<file path="src/rtl/jtkicker_gfx_pkg.sv">
// jtkicker_gfx_pkg
// Shared definitions for the graphics ROM slot responder.
//   SDRAM_AW  : word address width of the SDRAM read channel
//   SLOT_SCR  : slot id of the scroll tile fetch port
//   SLOT_OBJ  : slot id of the object fetch port
//   gfx_state_e : request FSM states (IDLE, REQ, WAIT)
//   rom_addr()  : region base plus zero-extended slot address, modulo 2^22
package jtkicker_gfx_pkg;

  localparam int SDRAM_AW = 22;

  localparam logic SLOT_SCR = 1'b0;
  localparam logic SLOT_OBJ = 1'b1;

  typedef enum logic [1:0] {
    IDLE = 2'd0,
    REQ  = 2'd1,
    WAIT = 2'd2
  } gfx_state_e;

  // Carry out of bit 21 is simply dropped, so regions placed near the top
  // of the SDRAM wrap around to address zero.
  function automatic logic [SDRAM_AW-1:0] rom_addr(
    input logic [SDRAM_AW-1:0] base,
    input logic [13:0]         addr
  );
    return base + {{(SDRAM_AW-14){1'b0}}, addr};
  endfunction

endpackage

</file>
<file path="src/rtl/jtkicker_gfx_cache1.sv">
// jtkicker_gfx_cache1
// Single-entry cache: one address/data/valid register with a combinational
// hit compare against the address currently presented by the video side.
//   clk, rst_n : clock and asynchronous active-low reset
//   addr       : address currently requested by the fetch port
//   cs         : request enable (tie high for ports without a chip select)
//   we         : write strobe from the fill logic
//   wr_addr    : address the incoming word belongs to
//   wr_data    : incoming word
//   data       : stored word, driven whether or not it is a hit
//   hit        : stored word is valid for addr while cs is high
module jtkicker_gfx_cache1 #(
  parameter int AW = 13
) (
  input  logic          clk,
  input  logic          rst_n,
  input  logic [AW-1:0] addr,
  input  logic          cs,
  input  logic          we,
  input  logic [AW-1:0] wr_addr,
  input  logic [31:0]   wr_data,
  output logic [31:0]   data,
  output logic          hit
);

  logic [AW-1:0] addr_q;
  logic [31:0]   data_q;
  logic          valid_q;

  // The entry is only ever overwritten by a completed fill; it is never
  // invalidated by an address change, so returning to an old address hits.
  always_ff @(posedge clk or negedge rst_n) begin
    if (!rst_n) begin
      addr_q  <= '0;
      data_q  <= '0;
      valid_q <= 1'b0;
    end else if (we) begin
      addr_q  <= wr_addr;
      data_q  <= wr_data;
      valid_q <= 1'b1;
    end
  end

  // Zero-latency hit path: ok drops in the same cycle the address moves.
  assign hit  = valid_q & cs & (addr_q == addr);
  assign data = data_q;

endmodule

</file>
<file path="src/rtl/jtkicker_gfx_slots.sv">
// jtkicker_gfx_slots
// Serves the scroll tile and object graphics fetch ports from one shared
// SDRAM read channel. Each port has a one-word cache; misses are arbitrated
// onto a single req/ack/rdy handshake.
//   clk, rst_n             : 48 MHz clock, asynchronous active-low reset
//   scr_addr/data/ok       : scroll port, always requesting
//   obj_cs/addr/data/ok    : object port, requesting while obj_cs is high
//   sdram_req/addr         : registered read request, held until ack
//   sdram_ack              : controller accepted the request
//   sdram_rdy/din          : one-cycle read data strobe and data
module jtkicker_gfx_slots
  import jtkicker_gfx_pkg::*;
#(
  parameter logic [21:0] SCR_OFFSET = 22'h0,
  parameter logic [21:0] OBJ_OFFSET = 22'h2000
) (
  input  logic                clk,
  input  logic                rst_n,
  input  logic [12:0]         scr_addr,
  output logic [31:0]         scr_data,
  output logic                scr_ok,
  input  logic                obj_cs,
  input  logic [13:0]         obj_addr,
  output logic [31:0]         obj_data,
  output logic                obj_ok,
  output logic                sdram_req,
  output logic [SDRAM_AW-1:0] sdram_addr,
  input  logic                sdram_ack,
  input  logic                sdram_rdy,
  input  logic [31:0]         sdram_din
);

  gfx_state_e          state_q, state_nx;
  logic                sel_q;
  logic                last_q;
  logic [13:0]         lat_q;

  logic                scr_hit, obj_hit;
  logic                scr_pend, obj_pend;
  logic                pick_obj;
  logic                start;
  logic                fill;
  logic                scr_we, obj_we;
  logic [13:0]         lat_nx;
  logic [SDRAM_AW-1:0] addr_nx;

  jtkicker_gfx_cache1 #(.AW(13)) u_scr (
    .clk     (clk),
    .rst_n   (rst_n),
    .addr    (scr_addr),
    .cs      (1'b1),
    .we      (scr_we),
    .wr_addr (lat_q[12:0]),
    .wr_data (sdram_din),
    .data    (scr_data),
    .hit     (scr_hit)
  );

  jtkicker_gfx_cache1 #(.AW(14)) u_obj (
    .clk     (clk),
    .rst_n   (rst_n),
    .addr    (obj_addr),
    .cs      (obj_cs),
    .we      (obj_we),
    .wr_addr (lat_q),
    .wr_data (sdram_din),
    .data    (obj_data),
    .hit     (obj_hit)
  );

  assign scr_ok   = scr_hit;
  assign obj_ok   = obj_hit;

  assign scr_pend = ~scr_hit;
  assign obj_pend = obj_cs & ~obj_hit;

  // With both slots missing, the one not served last goes first, so neither
  // port can starve the other.
  assign pick_obj = obj_pend & (~scr_pend | (last_q == SLOT_SCR));

  // Data may arrive together with the ack; it is captured in that same
  // cycle rather than waiting for WAIT. rdy outside a transaction is ignored.
  assign fill = sdram_rdy & ((state_q == WAIT) | ((state_q == REQ) & sdram_ack));

  // State register
  always_ff @(posedge clk or negedge rst_n) begin
    if (!rst_n) begin
      state_q <= IDLE;
    end else begin
      state_q <= state_nx;
    end
  end

  // Next-state logic
  always_comb begin
    state_nx = state_q;
    case (state_q)
      IDLE: if (scr_pend | obj_pend) state_nx = REQ;
      REQ:  if (sdram_ack) state_nx = sdram_rdy ? IDLE : WAIT;
      WAIT: if (sdram_rdy) state_nx = IDLE;
      default: state_nx = IDLE;
    endcase
  end

  // Output logic: request launch values and slot write strobes
  always_comb begin
    start   = 1'b0;
    lat_nx  = {1'b0, scr_addr};
    addr_nx = rom_addr(SCR_OFFSET, {1'b0, scr_addr});
    scr_we  = 1'b0;
    obj_we  = 1'b0;
    if ((state_q == IDLE) && (scr_pend || obj_pend)) begin
      start = 1'b1;
      if (pick_obj) begin
        lat_nx  = obj_addr;
        addr_nx = rom_addr(OBJ_OFFSET, obj_addr);
      end
    end
    if (fill) begin
      scr_we = (sel_q == SLOT_SCR);
      obj_we = (sel_q == SLOT_OBJ);
    end
  end

  // Registered request side. The slot address is latched at launch so a
  // fill stores the address that was actually fetched, even if the port
  // has moved on; such a stale fill simply does not hit and is re-fetched.
  always_ff @(posedge clk or negedge rst_n) begin
    if (!rst_n) begin
      sdram_req  <= 1'b0;
      sdram_addr <= '0;
      sel_q      <= SLOT_SCR;
      last_q     <= SLOT_OBJ;
      lat_q      <= '0;
    end else begin
      sdram_req <= (state_nx == REQ);
      if (start) begin
        sdram_addr <= addr_nx;
        sel_q      <= pick_obj ? SLOT_OBJ : SLOT_SCR;
        last_q     <= pick_obj ? SLOT_OBJ : SLOT_SCR;
        lat_q      <= lat_nx;
      end
    end
  end

endmodule

</file>
<file path="config.mk">
export PLATFORM = sky130hd
export DESIGN_NAME = jtkicker_gfx_slots
export DESIGN_NICKNAME = d
export VERILOG_FILES = /design/src/rtl/jtkicker_gfx_pkg.sv /design/src/rtl/jtkicker_gfx_cache1.sv /design/src/rtl/jtkicker_gfx_slots.sv
export SDC_FILE = /design/constraint.sdc
export NUM_CORES = 1
export LEC_CHECK = 0
export BUFFER_PORTS_ARGS = -buffer_cell sky130_fd_sc_hd__buf_2
export CAP_MARGIN = 40
export CORE_ASPECT_RATIO = 1.2
export CORE_MARGIN = 5
export CORE_UTILIZATION = 45
export CTS_BUF_LIST = sky130_fd_sc_hd__clkbuf_8 sky130_fd_sc_hd__clkbuf_16
export DETAILED_ROUTE_END_ITERATION = 8
export PLACE_DENSITY = 0.78
export SYNTH_ARGS = -nofsm -noshare
export SYNTH_HDL_FRONTEND = slang
export SYNTH_SLANG_ARGS = --single-unit
</file>
<file path="constraint.sdc">
create_clock -name clk -period 3.55 [get_ports clk]
set_input_delay 0.1775 -clock clk [delete_from_list [all_inputs] [get_ports clk]]
set_output_delay 0.1775 -clock clk [all_outputs]
set_load 0.02 [all_outputs]
</file>
Yosys cells after proc, flatten, opt, wreduce, memory -nomap -nowiden
Cells that the tools add are included.
{ "totals": {"ff_bits": 134, "out_inout_bits": 89, "elab_cells": 48} }
{ "classes": {"add_sub_neg": 1, "n_eq_ne": 5, "mux": 13, "bitwise_logic": 14, "n_reduce_logical": 3} }
{ "op_table": {"columns": ["cell", "count"], "rows": [
  ["$mux W15", 2],
  ["$mux W14", 2],
  ["$add A14 B14 Y15 const A", 1],
  ["$eq A14 B14 Y1", 1],
  ["$eq A13 B13 Y1", 1],
  ["$mux W2", 4],
  ["$and A1 B1 Y1", 7],
  ["$pmux W2 S3", 1],
  ["$eq A2 B1 Y1 const B", 2],
  ["$mux W1", 4],
  ["$not A1 Y1", 4],
  ["$or A1 B1 Y1", 3],
  ["$eq A2 B2 Y1 const B", 1],
  ["$logic_not A2 Y1", 1],
  ["$logic_and A1 B1 Y1", 1],
  ["$logic_or A1 B1 Y1", 1]
]} }

Longest topological paths before layout
{ "depth": {"ltp_word": 8, "depth_mapped": 6, "mapped_depth_nobuf": 5} }

By module
Synthesis repeated with hierarchy kept, for this count alone.
{ "unflattened": {"cells_unflattened": 343, "hier_area_um2": 4916.0} }
{ "by_module_without_submodules": {"columns": ["module", "instances", "cells_each", "area_per_inst_um2", "seq_area_each_um2"], "rows": [
  ["jtkicker_gfx_cache1 at u_scr", 1, 115, 2045.7, 1151.1],
  ["jtkicker_gfx_cache1 at u_obj", 1, 119, 1888.1, 1176.1],
  ["jtkicker_gfx_slots", 1, 109, 982.2, 501.7]
]} }

Worst setup path after synthesis
OpenSTA, ideal clock, no wires.
{ "synth_path": {"path_type": "register -> register", "from": "register u_obj.addr_q[9]", "to": "register lat_q[10]", "setup_ns": 0.138, "arrival_ns": 1.651, "path_slack_ns": 1.760, "path_stages_with_launch": 7, "path_cell_list": "dfrtp_1 xor2_1 nor4_4 nand4_2 a311oi_2 buf_6 a222oi_1"} }
{ "synth_between": {"elab_chain_len": 7, "word_cells_on_any_way": 10, "cone_classes": "1 x eq/ne; 3 x mux; 4 x bitwise; 2 x reduce/logical"} }
{ "synth_rtl": {"columns": ["element", "line_no", "source"], "rows": [
  ["from (decl)", "jtkicker_gfx_cache1.sv:26", "logic [AW-1:0] addr_q;"],
  ["from (signal assigned)", "jtkicker_gfx_cache1.sv:38", "addr_q <= wr_addr;"],
  ["$eq A14 B14 Y1 *", "jtkicker_gfx_cache1.sv:45", "assign hit = valid_q & cs & (addr_q == addr);"],
  ["$and A1 B1 Y1 *", "jtkicker_gfx_cache1.sv:45", null],
  ["$not A1 Y1 *", "jtkicker_gfx_slots.sv:75", "assign obj_pend = obj_cs & ~obj_hit;"],
  ["$and A1 B1 Y1 *", "jtkicker_gfx_slots.sv:75", null],
  ["$and A1 B1 Y1 / $logic_or A1 B1 Y1 (equally long branches)", "jtkicker_gfx_slots.sv:79, jtkicker_gfx_slots.sv:112", null],
  ["$mux W14 / $logic_and A1 B1 Y1 (equally long branches)", "jtkicker_gfx_slots.sv:114, jtkicker_gfx_slots.sv:112", null],
  ["$mux W14 / $mux W1 (equally long branches)", "jtkicker_gfx_slots.sv:112", "if ((state_q == IDLE) && (scr_pend || obj_pend)) begin"],
  ["to (signal assigned)", "jtkicker_gfx_slots.sv:141", "lat_q <= lat_nx;"],
  ["to (decl)", "jtkicker_gfx_slots.sv:36", "logic [13:0] lat_q;"]
]} }
Every way passes the cells marked *; elsewhere a longest branch is shown, timed or not.
A chain may end at the register's enable or synchronous reset.

Worst setup path in the final report
{ "layout_path": {"from": "register u_scr.addr_q[11]", "to": "register lat_q[8]"} }
{ "layout_between": {"elab_chain_len": 6, "word_cells_on_any_way": 10, "cone_classes": "1 x eq/ne; 3 x mux; 4 x bitwise; 2 x reduce/logical"} }
{ "layout_rtl": {"columns": ["element", "line_no"], "rows": [
  ["from (decl)", "jtkicker_gfx_cache1.sv:26"],
  ["from (signal assigned)", "jtkicker_gfx_cache1.sv:38"],
  ["$eq A13 B13 Y1 *", "jtkicker_gfx_cache1.sv:45"],
  ["$and A1 B1 Y1 *", "jtkicker_gfx_cache1.sv:45"],
  ["$or A1 B1 Y1 / $not A1 Y1 (equally long branches)", "jtkicker_gfx_slots.sv:79, jtkicker_gfx_slots.sv:74"],
  ["$and A1 B1 Y1 / $logic_or A1 B1 Y1 (equally long branches)", "jtkicker_gfx_slots.sv:79, jtkicker_gfx_slots.sv:112"],
  ["$mux W14 / $logic_and A1 B1 Y1 (equally long branches)", "jtkicker_gfx_slots.sv:114, jtkicker_gfx_slots.sv:112"],
  ["$mux W14 / $mux W1 (equally long branches)", "jtkicker_gfx_slots.sv:112"]
]} }
Marks and branches as above.

==> flow_summary.ini <==
[grt]
initial_antenna_violation_count = 0
grt_start_max_net_pins = 44
grt_first_pass_wirelength_um = 18600
grt_util_all_layers_pct = 18.2
first_global_vias = 3733
gr-total-overflow = 0

[timing]
worst_clock_skew_ps = 13.8
finalSetupViolations = 0
timing.fmax_ghz = 0.446
slew-limit-headroom_pct = 56.9
final-max-slew-violation-count = 0
max_slew.worst_pin.slew_ps = 645
final_period_minus_worst_setup_slack_ps = 2240
hold_viol = 0
period_share_pct = 63.2
grt_setup_unrepaired = false
setup_total_negative_slack_ps = 0

[detailed_routing]
vias_per_cell = 5.04
drt-wirelength-per-cell_um = 17.0
dr.first_iter.drc_count = 119
vias = 3362
ant_nets = 0
drt_pass_1_iters = 5
drc_errors = 0
wire_length_reported_by_the_detailed_router_um = 11300

[critical_path]
crit_required_ps = 3790
arrival_ps = 2490
crit_path_capture_type = flop
path_class = flop to flop
setup.worst_path.start = u_scr.addr_q[11]
reg2reg_from = u_scr.addr_q[11]
crit_path_start_kind = flop
r2r_cells = 5
critical_path.max_fanout = 19

[clock_network]
tritoncts = done
worst_setup_hold_path_clk_slew_ps = 50
cts.htree.levels = 4
root_buffer = sky130_fd_sc_hd__clkbuf_16
postCtsSetupRepairBufs = 0
ctsLongestPathBuffers = 2
cts_buffers = 17
numClockSinks = 113
clk_latency_ps = 410

[logic_synthesis]
postSynthAreaPerCell_um2 = 13.4
synth.area.top_cells = sky130_fd_sc_hd__dfrtp_1 58%, sky130_fd_sc_hd__mux2_2 16%, sky130_fd_sc_hd__inv_1 3.3%, sky130_fd_sc_hd__a222oi_1 2.7%, sky130_fd_sc_hd__xor2_1 2.6%
synth_top_area_share_pct = 58.3
post_synthesis_async_set_or_reset_flop_share_pct = 100
postSynth.topFlopCell = sky130_fd_sc_hd__dfrtp_1
synth.cell_area_um2 = 4800
synth_commonest_cells = 112 x sky130_fd_sc_hd__dfrtp_1, 69 x sky130_fd_sc_hd__mux2_2, 42 x sky130_fd_sc_hd__inv_1
count_leader_synth = sky130_fd_sc_hd__dfrtp_1
netlist-cell-type-count = 36
synth_seq_cells = 113
synth.yosys.warnings = 0
synth_edf_count = 0
synth_cells = 359
synth.yosys.seq_area_share_pct = 58.9
synth_top_area_cell = sky130_fd_sc_hd__dfrtp_1

[min_path]
worst_hold_startpoint = sdram_din[25]
holdPathStages = 2
hold_class = input port to flop

[flow_run]
maxCapViolations = 0

[pwr]
powerDensity_nw_per_um2 = 990
irDropWorstVdd_mv = 0.626
finalPower_mw = 6.28
leakagePower_nw = 3.13

[floorplanning]
die_y_um = 123
rows = 41
die_w_um = 104
fp.dieArea_um2 = 12800
ios = 153
core_area_um2 = 10500
initial_utilization_pct = 45.9

[final_layout]
final_layout_size_suffix_gt1_share_pct = 49.4
antenna-diode-count = 0
layout-area-overhead-vs-synth_pct = 32.1
num-nets-final = 589

[outcome]
status = completed

[placed_design]
gpl.final_weighted_congestion = 0.772
post-dp-hpwl_um = 8170
io_buffer_count = 145
[cell type report]
type	instances	area (µm²)
timing repair buffer	161	888
clock buffer	19	453
inverter	42	158
multi-input combinational	190	1720
fill	837	4120
tap	129	161
sequential	113	2830
clock inverter	13	136
[final timing paths]
check / endpoint / slack [ps]
max reg2reg: lat_q[8] / 1310
max in group asynchronous: u_obj.data[19] / 2310
min: u_obj.data[25] / 20
max: lat_q[8] / 1310
min reg2reg: u_scr.data[14] / 490
min in group asynchronous: u_obj.addr_q[7] / 320
[cells in the final DEF, fill, tap and decap left out, types with 2 or more instances in the layout]
master                          instances
sky130_fd_sc_hd__xor2_1                14
sky130_fd_sc_hd__inv_1                 42
sky130_fd_sc_hd__nor4_1                 3
sky130_fd_sc_hd__mux2_1                 9
sky130_fd_sc_hd__buf_4                  5
sky130_fd_sc_hd__o21ai_0               13
sky130_fd_sc_hd__mux2_2                69
sky130_fd_sc_hd__nand2_1               18
sky130_fd_sc_hd__xnor2_1               13
sky130_fd_sc_hd__conb_1                 7
sky130_fd_sc_hd__clkinvlp_4             7
sky130_fd_sc_hd__a21o_1                 2
sky130_fd_sc_hd__dfrtp_1              112
sky130_fd_sc_hd__clkbuf_16             17
sky130_fd_sc_hd__dlygate4sd3_1         11
sky130_fd_sc_hd__clkbuf_8               2
sky130_fd_sc_hd__bufinv_16              2
sky130_fd_sc_hd__o21ai_1                2
sky130_fd_sc_hd__nor4_2                 2
sky130_fd_sc_hd__a222oi_1              13
sky130_fd_sc_hd__nand4_1                6
sky130_fd_sc_hd__a22o_1                 2
sky130_fd_sc_hd__or2_2                  2
sky130_fd_sc_hd__buf_2                144
sky130_fd_sc_hd__clkinv_2               3
sky130_fd_sc_hd__nor4_4                 2
sky130_fd_sc_hd__nand2b_1               2
[power by group]
| group | switching, mW | total (mW) | internal (mW) |
|---|---|---|---|
| clock | 0.587 | 1.65 | 1.07 |
| sequential | 0.352 | 2.26 | 1.91 |
| combinational | 1.38 | 2.36 | 0.981 |
[worst max-delay path: stages (launching register included)]
cell	delay, ps
sky130_fd_sc_hd__dfrtp_1	390
sky130_fd_sc_hd__xnor2_1	350
sky130_fd_sc_hd__nand4_1	210
sky130_fd_sc_hd__nor4_4	400
sky130_fd_sc_hd__a2bb2oi_4	510
sky130_fd_sc_hd__a222oi_1	220
[layer usage]
layer	GRT usage (%)	share of wire [%]	wire [µm]
met5	0	0	0
met4	8.02	1.6	178
met3	7.57	10	1130
met2	29.2	48	5460
met1	21.6	40	4570
[through the flow]
stage / worst slack (ps) / std cells / hold slack [ps] / util, % / instance area, µm²
after global placement: 1130 / 623 / 186 / 53.9 / 5640
after detailed placement: 1310 / 624 / 204 / 54.0 / 5650
after floorplan: 1760 / 365 / -118 / - / 4830
after global routing: 1200 / 667 / 1.24 / 60.6 / 6350
final: 1310 / 667 / 18.3 / 60.6 / 6350
after CTS: 1300 / 667 / 0.640 / 60.6 / 6350
[sequential cells by signal (all words and copies together), names as in the netlist, 2 cells and up]
signal,cells
u_obj.data,32
u_scr.data,32
state_q,2
lat_q,14
u_obj.addr_q,14
u_scr.addr_q,13
[cells by family after synthesis]
family / Yosys count / share of synthesized area, %
other: 1 / 0.0781
xor gates and xnor gates: 27 / 4.92
buffers and inverters: 62 / 5.96
DFF: 113 / 58.9
AOI/OAI and AO/OA: 35 / 6.02
and+or+nand+nor: 42 / 5.63
muxes: 79 / 18.5
[timing repair]
action | in CTS | in global routing
hold buffers | 11 | 0
endpoints found under the hold margin | 53 | 0
resized for setup | 0 | 0
(Power assumes the default switching activity.)
